[config.mk]
export PLATFORM = sky130hd
export DESIGN_NAME = alu_arbiter_flat
export DESIGN_NICKNAME = d
export VERILOG_FILES = /design/src/rtl/alu_pkg.sv /design/src/rtl/alu_arbiter_if.sv /design/src/rtl/rr_arbiter.sv /design/src/rtl/alu_arbiter.sv /design/src/flat_wrapper.sv
export SDC_FILE = /design/constraint.sdc
export NUM_CORES = 1
export LEC_CHECK = 0
export CORE_AREA = 3 3 106 108
export CTS_BUF_LIST = sky130_fd_sc_hd__clkbuf_16
export DETAILED_ROUTE_END_ITERATION = 10
export DIE_AREA = 0 0 109 111
export PLACE_DENSITY = 0.77
export SYNTH_ARGS = -nofsm -noshare
export SYNTH_HDL_FRONTEND = slang
export SYNTH_HIERARCHICAL = 1
export SYNTH_SLANG_ARGS = --single-unit
export TNS_END_PERCENT = 30
[constraint.sdc]
create_clock -name clk -period 2.33 [get_ports clk]
set_input_delay 0.233 -clock clk [delete_from_list [all_inputs] [get_ports clk]]
set_output_delay 0.233 -clock clk [all_outputs]
set_load 0.01 [all_outputs]
[src/rtl/alu_pkg.sv]
// Shared definitions for the ALU arbiter slice.
// Contents:
//   DATA_W / OP_W  - ALU operand and control-code widths
//   alu_op_e       - ALU control encodings (codes above LUI are undefined)
//   ALU_OP_LAST    - highest defined control code
//   op_legal()     - true when a control code has a defined ALU result
package alu_pkg;

  localparam int DATA_W = 32;
  localparam int OP_W   = 4;

  typedef enum logic [OP_W-1:0] {
    ADD  = 4'd0,
    SUB  = 4'd1,
    SLL  = 4'd2,
    SLT  = 4'd3,
    AND  = 4'd4,
    OR   = 4'd5,
    XOR  = 4'd6,
    SRL  = 4'd7,
    SRA  = 4'd8,
    SLTU = 4'd9,
    LUI  = 4'd10
  } alu_op_e;

  localparam logic [OP_W-1:0] ALU_OP_LAST = 4'd10;

  function automatic logic op_legal(input logic [OP_W-1:0] op);
    return op <= ALU_OP_LAST;
  endfunction

endpackage

[src/rtl/alu_arbiter_if.sv]
// Bundle of the requester channels, the ALU drive/return and the response
// channel of the ALU arbiter.
//   req_valid/req_ready : per-requester handshake (NUM_REQ bits)
//   req_a/req_b/req_op  : packed per-requester operands and control code
//   alu_a/alu_b/alu_ctrl: operands and code driven to the shared ALU
//   alu_out             : combinational ALU result
//   rsp_*               : one-entry response register and its handshake
// Modports: slave = arbiter side, master = requesters/ALU/consumer side.
interface alu_arbiter_if #(
  parameter int NUM_REQ = 2,
  parameter int ID_W    = 1
);
  logic [NUM_REQ-1:0]    req_valid;
  logic [NUM_REQ-1:0]    req_ready;
  logic [NUM_REQ*32-1:0] req_a;
  logic [NUM_REQ*32-1:0] req_b;
  logic [NUM_REQ*4-1:0]  req_op;
  logic [31:0]           alu_a;
  logic [31:0]           alu_b;
  logic [3:0]            alu_ctrl;
  logic [31:0]           alu_out;
  logic                  rsp_valid;
  logic                  rsp_ready;
  logic [31:0]           rsp_data;
  logic [ID_W-1:0]       rsp_id;
  logic                  rsp_err;

  modport slave (
    input  req_valid, req_a, req_b, req_op, alu_out, rsp_ready,
    output req_ready, alu_a, alu_b, alu_ctrl, rsp_valid, rsp_data, rsp_id, rsp_err
  );

  modport master (
    output req_valid, req_a, req_b, req_op, alu_out, rsp_ready,
    input  req_ready, alu_a, alu_b, alu_ctrl, rsp_valid, rsp_data, rsp_id, rsp_err
  );
endinterface

[src/rtl/rr_arbiter.sv]
// Round-robin arbiter with a registered priority pointer.
//   clk, rst_n : clock, asynchronous active-low reset (pointer -> 0)
//   req[N]     : request vector
//   en         : grants are allowed this cycle
//   gnt[N]     : one-hot grant (all zero when en=0 or no request)
//   gnt_idx    : index of the granted requester
// The scan starts at rr_ptr and wraps; the pointer moves past the winner
// only when a grant is actually issued.
module rr_arbiter #(
  parameter int  N  = 2,
  localparam int IW = (N > 1) ? $clog2(N) : 1
) (
  input  logic          clk,
  input  logic          rst_n,
  input  logic [N-1:0]  req,
  input  logic          en,
  output logic [N-1:0]  gnt,
  output logic [IW-1:0] gnt_idx
);

  logic [IW-1:0] rr_ptr_q, rr_ptr_d;
  logic [IW-1:0] idx;
  logic          found;

  always_comb begin
    gnt      = '0;
    gnt_idx  = '0;
    idx      = '0;
    found    = 1'b0;
    rr_ptr_d = rr_ptr_q;
    if (en) begin
      for (int off = 0; off < N; off++) begin
        idx = IW'((int'(rr_ptr_q) + off) % N);
        if (!found && req[idx]) begin
          found      = 1'b1;
          gnt[idx]   = 1'b1;
          gnt_idx    = idx;
        end
      end
    end
    if (found) begin
      rr_ptr_d = (gnt_idx == IW'(N - 1)) ? '0 : gnt_idx + IW'(1);
    end
  end

  always_ff @(posedge clk or negedge rst_n) begin
    if (!rst_n) begin
      rr_ptr_q <= '0;
    end else begin
      rr_ptr_q <= rr_ptr_d;
    end
  end

endmodule

[src/rtl/alu_arbiter.sv]
// Shares one single-cycle ALU between NUM_REQ requesters.
//   clk, rst_n : clock, asynchronous active-low reset
//   bus        : alu_arbiter_if slave modport (request channels, ALU drive
//                and return, response register with id and error flag)
// A round-robin winner drives the ALU combinationally; its result is
// captured in a one-entry response register the following edge. The
// register may be refilled in the same cycle it drains, giving one result
// per cycle while rsp_ready stays high.
module alu_arbiter
  import alu_pkg::*;
#(
  parameter int NUM_REQ = 2,
  parameter int ID_W    = 1
) (
  input logic          clk,
  input logic          rst_n,
  alu_arbiter_if.slave bus
);

  logic [NUM_REQ-1:0] gnt;
  logic [ID_W-1:0]    gnt_idx;
  logic               can_issue;

  logic [DATA_W-1:0]  alu_a_c, alu_b_c;
  logic [OP_W-1:0]    alu_ctrl_c;

  logic               rsp_valid_q, rsp_valid_d;
  logic [DATA_W-1:0]  rsp_data_q,  rsp_data_d;
  logic [ID_W-1:0]    rsp_id_q,    rsp_id_d;
  logic               rsp_err_q,   rsp_err_d;

  assign can_issue = !rsp_valid_q || bus.rsp_ready;

  rr_arbiter #(.N(NUM_REQ)) u_rr (
    .clk     (clk),
    .rst_n   (rst_n),
    .req     (bus.req_valid),
    .en      (can_issue),
    .gnt     (gnt),
    .gnt_idx (gnt_idx)
  );

  // With no grant the ALU sees zeros (ADD 0+0) so it stays quiet.
  always_comb begin
    alu_a_c    = '0;
    alu_b_c    = '0;
    alu_ctrl_c = '0;
    for (int i = 0; i < NUM_REQ; i++) begin
      if (gnt[i]) begin
        alu_a_c    = bus.req_a[DATA_W*i +: DATA_W];
        alu_b_c    = bus.req_b[DATA_W*i +: DATA_W];
        alu_ctrl_c = bus.req_op[OP_W*i +: OP_W];
      end
    end
  end

  always_comb begin
    rsp_valid_d = rsp_valid_q;
    rsp_data_d  = rsp_data_q;
    rsp_id_d    = rsp_id_q;
    rsp_err_d   = rsp_err_q;
    if (|gnt) begin
      rsp_valid_d = 1'b1;
      rsp_id_d    = gnt_idx;
      // The ALU output is undefined for codes past LUI; report zero + error.
      if (op_legal(alu_ctrl_c)) begin
        rsp_data_d = bus.alu_out;
        rsp_err_d  = 1'b0;
      end else begin
        rsp_data_d = '0;
        rsp_err_d  = 1'b1;
      end
    end else if (rsp_valid_q && bus.rsp_ready) begin
      rsp_valid_d = 1'b0;
    end
  end

  always_ff @(posedge clk or negedge rst_n) begin
    if (!rst_n) begin
      rsp_valid_q <= 1'b0;
      rsp_data_q  <= '0;
      rsp_id_q    <= '0;
      rsp_err_q   <= 1'b0;
    end else begin
      rsp_valid_q <= rsp_valid_d;
      rsp_data_q  <= rsp_data_d;
      rsp_id_q    <= rsp_id_d;
      rsp_err_q   <= rsp_err_d;
    end
  end

  assign bus.req_ready = gnt;
  assign bus.alu_a     = alu_a_c;
  assign bus.alu_b     = alu_b_c;
  assign bus.alu_ctrl  = alu_ctrl_c;
  assign bus.rsp_valid = rsp_valid_q;
  assign bus.rsp_data  = rsp_data_q;
  assign bus.rsp_id    = rsp_id_q;
  assign bus.rsp_err   = rsp_err_q;

endmodule

[src/flat_wrapper.sv]
// flat-port wrapper written by rule: the top's interface ports become plain ports
module alu_arbiter_flat import alu_pkg::*;
#(
  parameter int NUM_REQ = 2,
  parameter int ID_W    = 1
)
  (clk, rst_n, bus_req_valid, bus_req_a, bus_req_b, bus_req_op, bus_alu_out, bus_rsp_ready, bus_req_ready, bus_alu_a, bus_alu_b, bus_alu_ctrl, bus_rsp_valid, bus_rsp_data, bus_rsp_id, bus_rsp_err);
  alu_arbiter_if #(.NUM_REQ(NUM_REQ), .ID_W(ID_W)) bus_i ();
  input logic clk;
  input logic rst_n;
  input wire logic [$bits(bus_i.req_valid)-1:0] bus_req_valid;
  input wire logic [$bits(bus_i.req_a)-1:0] bus_req_a;
  input wire logic [$bits(bus_i.req_b)-1:0] bus_req_b;
  input wire logic [$bits(bus_i.req_op)-1:0] bus_req_op;
  input wire logic [$bits(bus_i.alu_out)-1:0] bus_alu_out;
  input wire logic [$bits(bus_i.rsp_ready)-1:0] bus_rsp_ready;
  output wire logic [$bits(bus_i.req_ready)-1:0] bus_req_ready;
  output wire logic [$bits(bus_i.alu_a)-1:0] bus_alu_a;
  output wire logic [$bits(bus_i.alu_b)-1:0] bus_alu_b;
  output wire logic [$bits(bus_i.alu_ctrl)-1:0] bus_alu_ctrl;
  output wire logic [$bits(bus_i.rsp_valid)-1:0] bus_rsp_valid;
  output wire logic [$bits(bus_i.rsp_data)-1:0] bus_rsp_data;
  output wire logic [$bits(bus_i.rsp_id)-1:0] bus_rsp_id;
  output wire logic [$bits(bus_i.rsp_err)-1:0] bus_rsp_err;
  assign bus_i.req_valid = bus_req_valid;
  assign bus_i.req_a = bus_req_a;
  assign bus_i.req_b = bus_req_b;
  assign bus_i.req_op = bus_req_op;
  assign bus_i.alu_out = bus_alu_out;
  assign bus_i.rsp_ready = bus_rsp_ready;
  assign bus_req_ready = bus_i.req_ready;
  assign bus_alu_a = bus_i.alu_a;
  assign bus_alu_b = bus_i.alu_b;
  assign bus_alu_ctrl = bus_i.alu_ctrl;
  assign bus_rsp_valid = bus_i.rsp_valid;
  assign bus_rsp_data = bus_i.rsp_data;
  assign bus_rsp_id = bus_i.rsp_id;
  assign bus_rsp_err = bus_i.rsp_err;
  alu_arbiter #(.NUM_REQ(NUM_REQ), .ID_W(ID_W)) u_core (.clk(clk), .rst_n(rst_n), .bus(bus_i));
endmodule
==> impl_metrics.py <==
metrics = {
    "run_status": {
        "outcome": "complete, but fails checks",
        "violations": "negative setup slack",
    },
    "route": {
        "via_count": 3146,
        "drcViolationCount": 0,
        "wl_mm": 13.3,
        "ant_nets": 0,
        "drt_iter0_drc": 189,
        "firstDrtPassIters": 6,
        "vias_per_cell": 4.65,
        "post_drt_wl_per_cell_um": 19.7,
    },
    "yosys": {
        "synth_area_per_cell_um2": 8.94,
        "synthDistinctLibCells": 20,
        "seq_area_frac_synth": 0.400,
        "syn-cell-area_um2": 2250,
        "synthCells": 252,
        "ys_ff_latch": 36,
        "ys_warn_count": 6,
        "synth_nets": 425,
    },
    "clock_tree": {
        "clockBufferDepth": 2,
        "clockRootBuffer": "clkbuf_16",
        "cts_made_buffers": 5,
        "insertion_delay_ps": 270,
        "clkSinkCount": 36,
        "cts_tree": "built",
        "cts_htree_levels": 2,
        "clk_pin_slew_ps": 60,
        "cts_hold_buffers": 0,
    },
    "layout": {
        "stdcell_area_um2": 5450,
        "n_antenna_cell": 0,
        "layout.cells.non_filler": 677,
        "n_fill_cell": 951,
        "regArea_um2": 901,
        "synthToLayoutAreaGrowth_pct": 142,
        "finalNetCount": 713,
        "post-route-util": 0.528,
        "multi_input_area_um2": 1240,
        "final_layout_size_suffix_gt1_frac": 0.203,
    },
    "worst_setup_path": {
        "startpoint_type": "input port",
        "worstPathCellList": "clkdlybuf4s50_1 > nand2b_4 > buf_6 > nand2_4 > a21oi_4 > buf_6 > buf_12 > nand2_1 > o21ai_0 > clkdlybuf4s50_1",
        "reg2reg_depth": 13,
        "crit_path_max_incr_delay_ps": 570,
        "cpLargestDelayFamily": "buffers and inverters",
        "endpoint": "bus_alu_a[29]",
        "reg2reg_to": "u_core/bus.rsp_data[29]",
        "critPathMaxFanout": 16,
        "reg2reg_from": "u_core/bus.rsp_valid",
        "slowest_stage": "clkdlybuf4s50_1",
        "worst-path-stages": 10,
        "required_ps": 2100,
        "critPathArrivalTime_ps": 2180,
        "end_kind": "primary output",
        "startpoint": "bus_rsp_ready",
        "worstSetupPathType": "in2out",
        "timing.reg2reg.setup_slack_ps": 140,
        "path_buf_inv": 5,
    },
    "timing": {
        "relSlewSlack": 0.458,
        "fmax_ghz": 0.415,
        "rsz0062_at_grt": "true",
        "period_minus_slack_ps": 2410,
        "tightest_slew_ps": 813,
        "hold-worst-slack_ps": 56.9,
        "slew_violations": 0,
        "setup_violations": 3,
        "layout_setup_ws_ps": -79.2,
        "finalCritPeriodShare": 1.03,
        "hold_viol": 0,
        "fin_skew_ps": 4.90,
    },
    "floorplan": {
        "die_h_um": 111,
        "initial_utilization": 0.218,
        "die_w_um": 109,
        "rows": 37,
        "fp.coreArea_um2": 10300,
        "ios": 278,
        "dieArea_um2": 12100,
    },
    "place": {
        "placed_cell_area_um2": 5300,
        "io_buffers": 277,
        "post-place-cells": 659,
        "hpwl_mm": 10.8,
        "gp_congestion": 0.938,
    },
    "power": {
        "internal_power_mw": 2.36,
        "combPwrFrac": 0.572,
        "p_sw_frac": 0.344,
        "cellPowerDensity_nw_per_um2": 660,
        "power_frac_clock": 0.173,
        "pwr-share-seq": 0.256,
        "switching_power_mw": 1.24,
        "leakagePower_nw": 2.48,
        "ir_worst_vdd_v": 0.000285,
    },
    "global_routing": {
        "first_global_vias": 3283,
        "grt_max_degree": 46,
        "track_usage": 0.207,
        "antenna_found_initial": 0,
        "grt_first_pass_wirelength_mm": 19.1,
        "overflow": 0,
    },
    "hold_path": {
        "hp-class": "in2async",
    },
    "flow_run": {
        "drv_cap": 0,
    },
}
==> cells in the mapped netlist <==
library cell	count	area share
a21bo_1	1	0.0044
a21o_1	1	0.0033
a21oi_1	3	0.0067
a22o_1	64	0.25
a22o_4	1	0.0078
buf_2	8	0.018
buf_6	4	0.020
clkbuf_1	13	0.022
dfrtp_1	36	0.40
inv_1	1	0.0017
nand2_1	76	0.13
nand2b_1	1	0.0028
nand3_1	2	0.0044
nor2_2	1	0.0028
nor2b_4	1	0.0061
o21a_4	1	0.0067
o21ai_0	8	0.018
o21ai_1	9	0.020
o21ai_2	20	0.078
or2_2	1	0.0028
==> cell usage in the layout (no fill, tap or decap), types with 2 or more instances in the layout <==
cell,n
nand3_1,2
o21ai_1,8
dlymetal6s2s_1,7
clkbuf_2,35
a21oi_1,2
o21ai_2,21
buf_6,4
clkdlybuf4s15_1,14
clkdlybuf4s15_2,3
clkdlybuf4s50_1,209
buf_2,7
dfrtp_1,36
o21ai_0,8
a22o_1,64
nand2_1,75
buf_4,13
inv_1,2
buf_12,8
clkbuf_16,8
==> logic make-up (layout without fill, tap and decap cells) <==
| group | Yosys count | count (layout) | share of synthesized area |
|---|---|---|---|
| compound gates | 108 | 108 | 0.393 |
| buf+inv | 26 | 315 | 0.0611 |
| flops | 36 | 36 | 0.400 |
| simple gates | 82 | 82 | 0.146 |
==> sequential cells by signal (all words and copies together) (netlist names) <==
register / flops
u_core/u_rr/rr_ptr_q: 1
u_core/bus.rsp_valid: 1
u_core/bus.rsp_err: 1
u_core/bus.rsp_id: 1
u_core/bus.rsp_data: 32
==> area by class of cell <==
type                    count  area share
flip-flops and latches     36       0.165
inverters                   1    0.000689
multi-input cells         190       0.228
repair buffers            306       0.549
clock inverters             3     0.00275
well taps                 136      0.0312
clock buffers               5      0.0230
==> stage by stage <==
| step | TNS [ps] | power, mW | setup WS (ps) |
|---|---|---|---|
| floorplan | 0 | 1.71 | 161 |
| global placement | -11390 | 2.97 | -244 |
| detailed placement | -14600 | 3.00 | -287 |
| CTS | -806 | 3.58 | -243 |
| global route | -303 | 3.82 | -171 |
| finish | -98.7 | 3.60 | -79.2 |
==> power by group through the flow <==
| stage | clock (mW) | combinational [mW] | sequential, mW |
|---|---|---|---|
| 4_1_cts | 0.647 | 2.02 | 0.921 |
| 2_1_floorplan | 0 | 0.702 | 1.01 |
| 3_5_place_dp | 0 | 2.07 | 0.930 |
| 6_report | 0.621 | 2.06 | 0.919 |
| 3_3_place_gp | 0 | 2.05 | 0.918 |
| 5_1_grt | 0.673 | 2.21 | 0.942 |
==> worst min path at each step <==
stage / start / endpoint / slack, ps / cells past startpoint
final: rst_n / u_core/bus.rsp_data[10] / 60 / 1
after global routing: rst_n / u_core/bus.rsp_data[18] / 130 / 1
after CTS: rst_n / u_core/bus.rsp_data[17] / 80 / 1
after detailed placement: rst_n / u_core/bus.rsp_data[22] / 370 / 1
after global placement: rst_n / u_core/bus.rsp_data[24] / 350 / 1
after floorplan: rst_n / u_core/bus.rsp_data[0] / -60 / 0
==> repair_timing <==
action                                  CTS  global route
buffers inserted                          3             3
endpoints found under the setup margin   67            63
resized for setup                        83           102
gates cloned                              1             3
pin swaps                                 0             0
==> metal layers <==
layer | global-route usage | vias to the layer above | routed length (um)
met5 | 0 | - | 0
met2 | 0.389 | 152 | 7360
met1 | 0.222 | 1493 | 4610
met3 | 0.0687 | 8 | 1220
li1 | - | 1493 | -
met4 | 0.0379 | 0 | 119
==> worst register-to-register path: stages (launching register included) <==
cell and delay, ps:
dfrtp_1 400, nand2b_4 90, buf_6 100, nand2_4 50, a21oi_4 180, buf_6 130, nor2b_4 40, buf_12 140
clkbuf_16 150, a22o_4 220, buf_4 130, o21a_4 150, buf_4 180, o21ai_2 150
(Power assumes the default switching activity.)
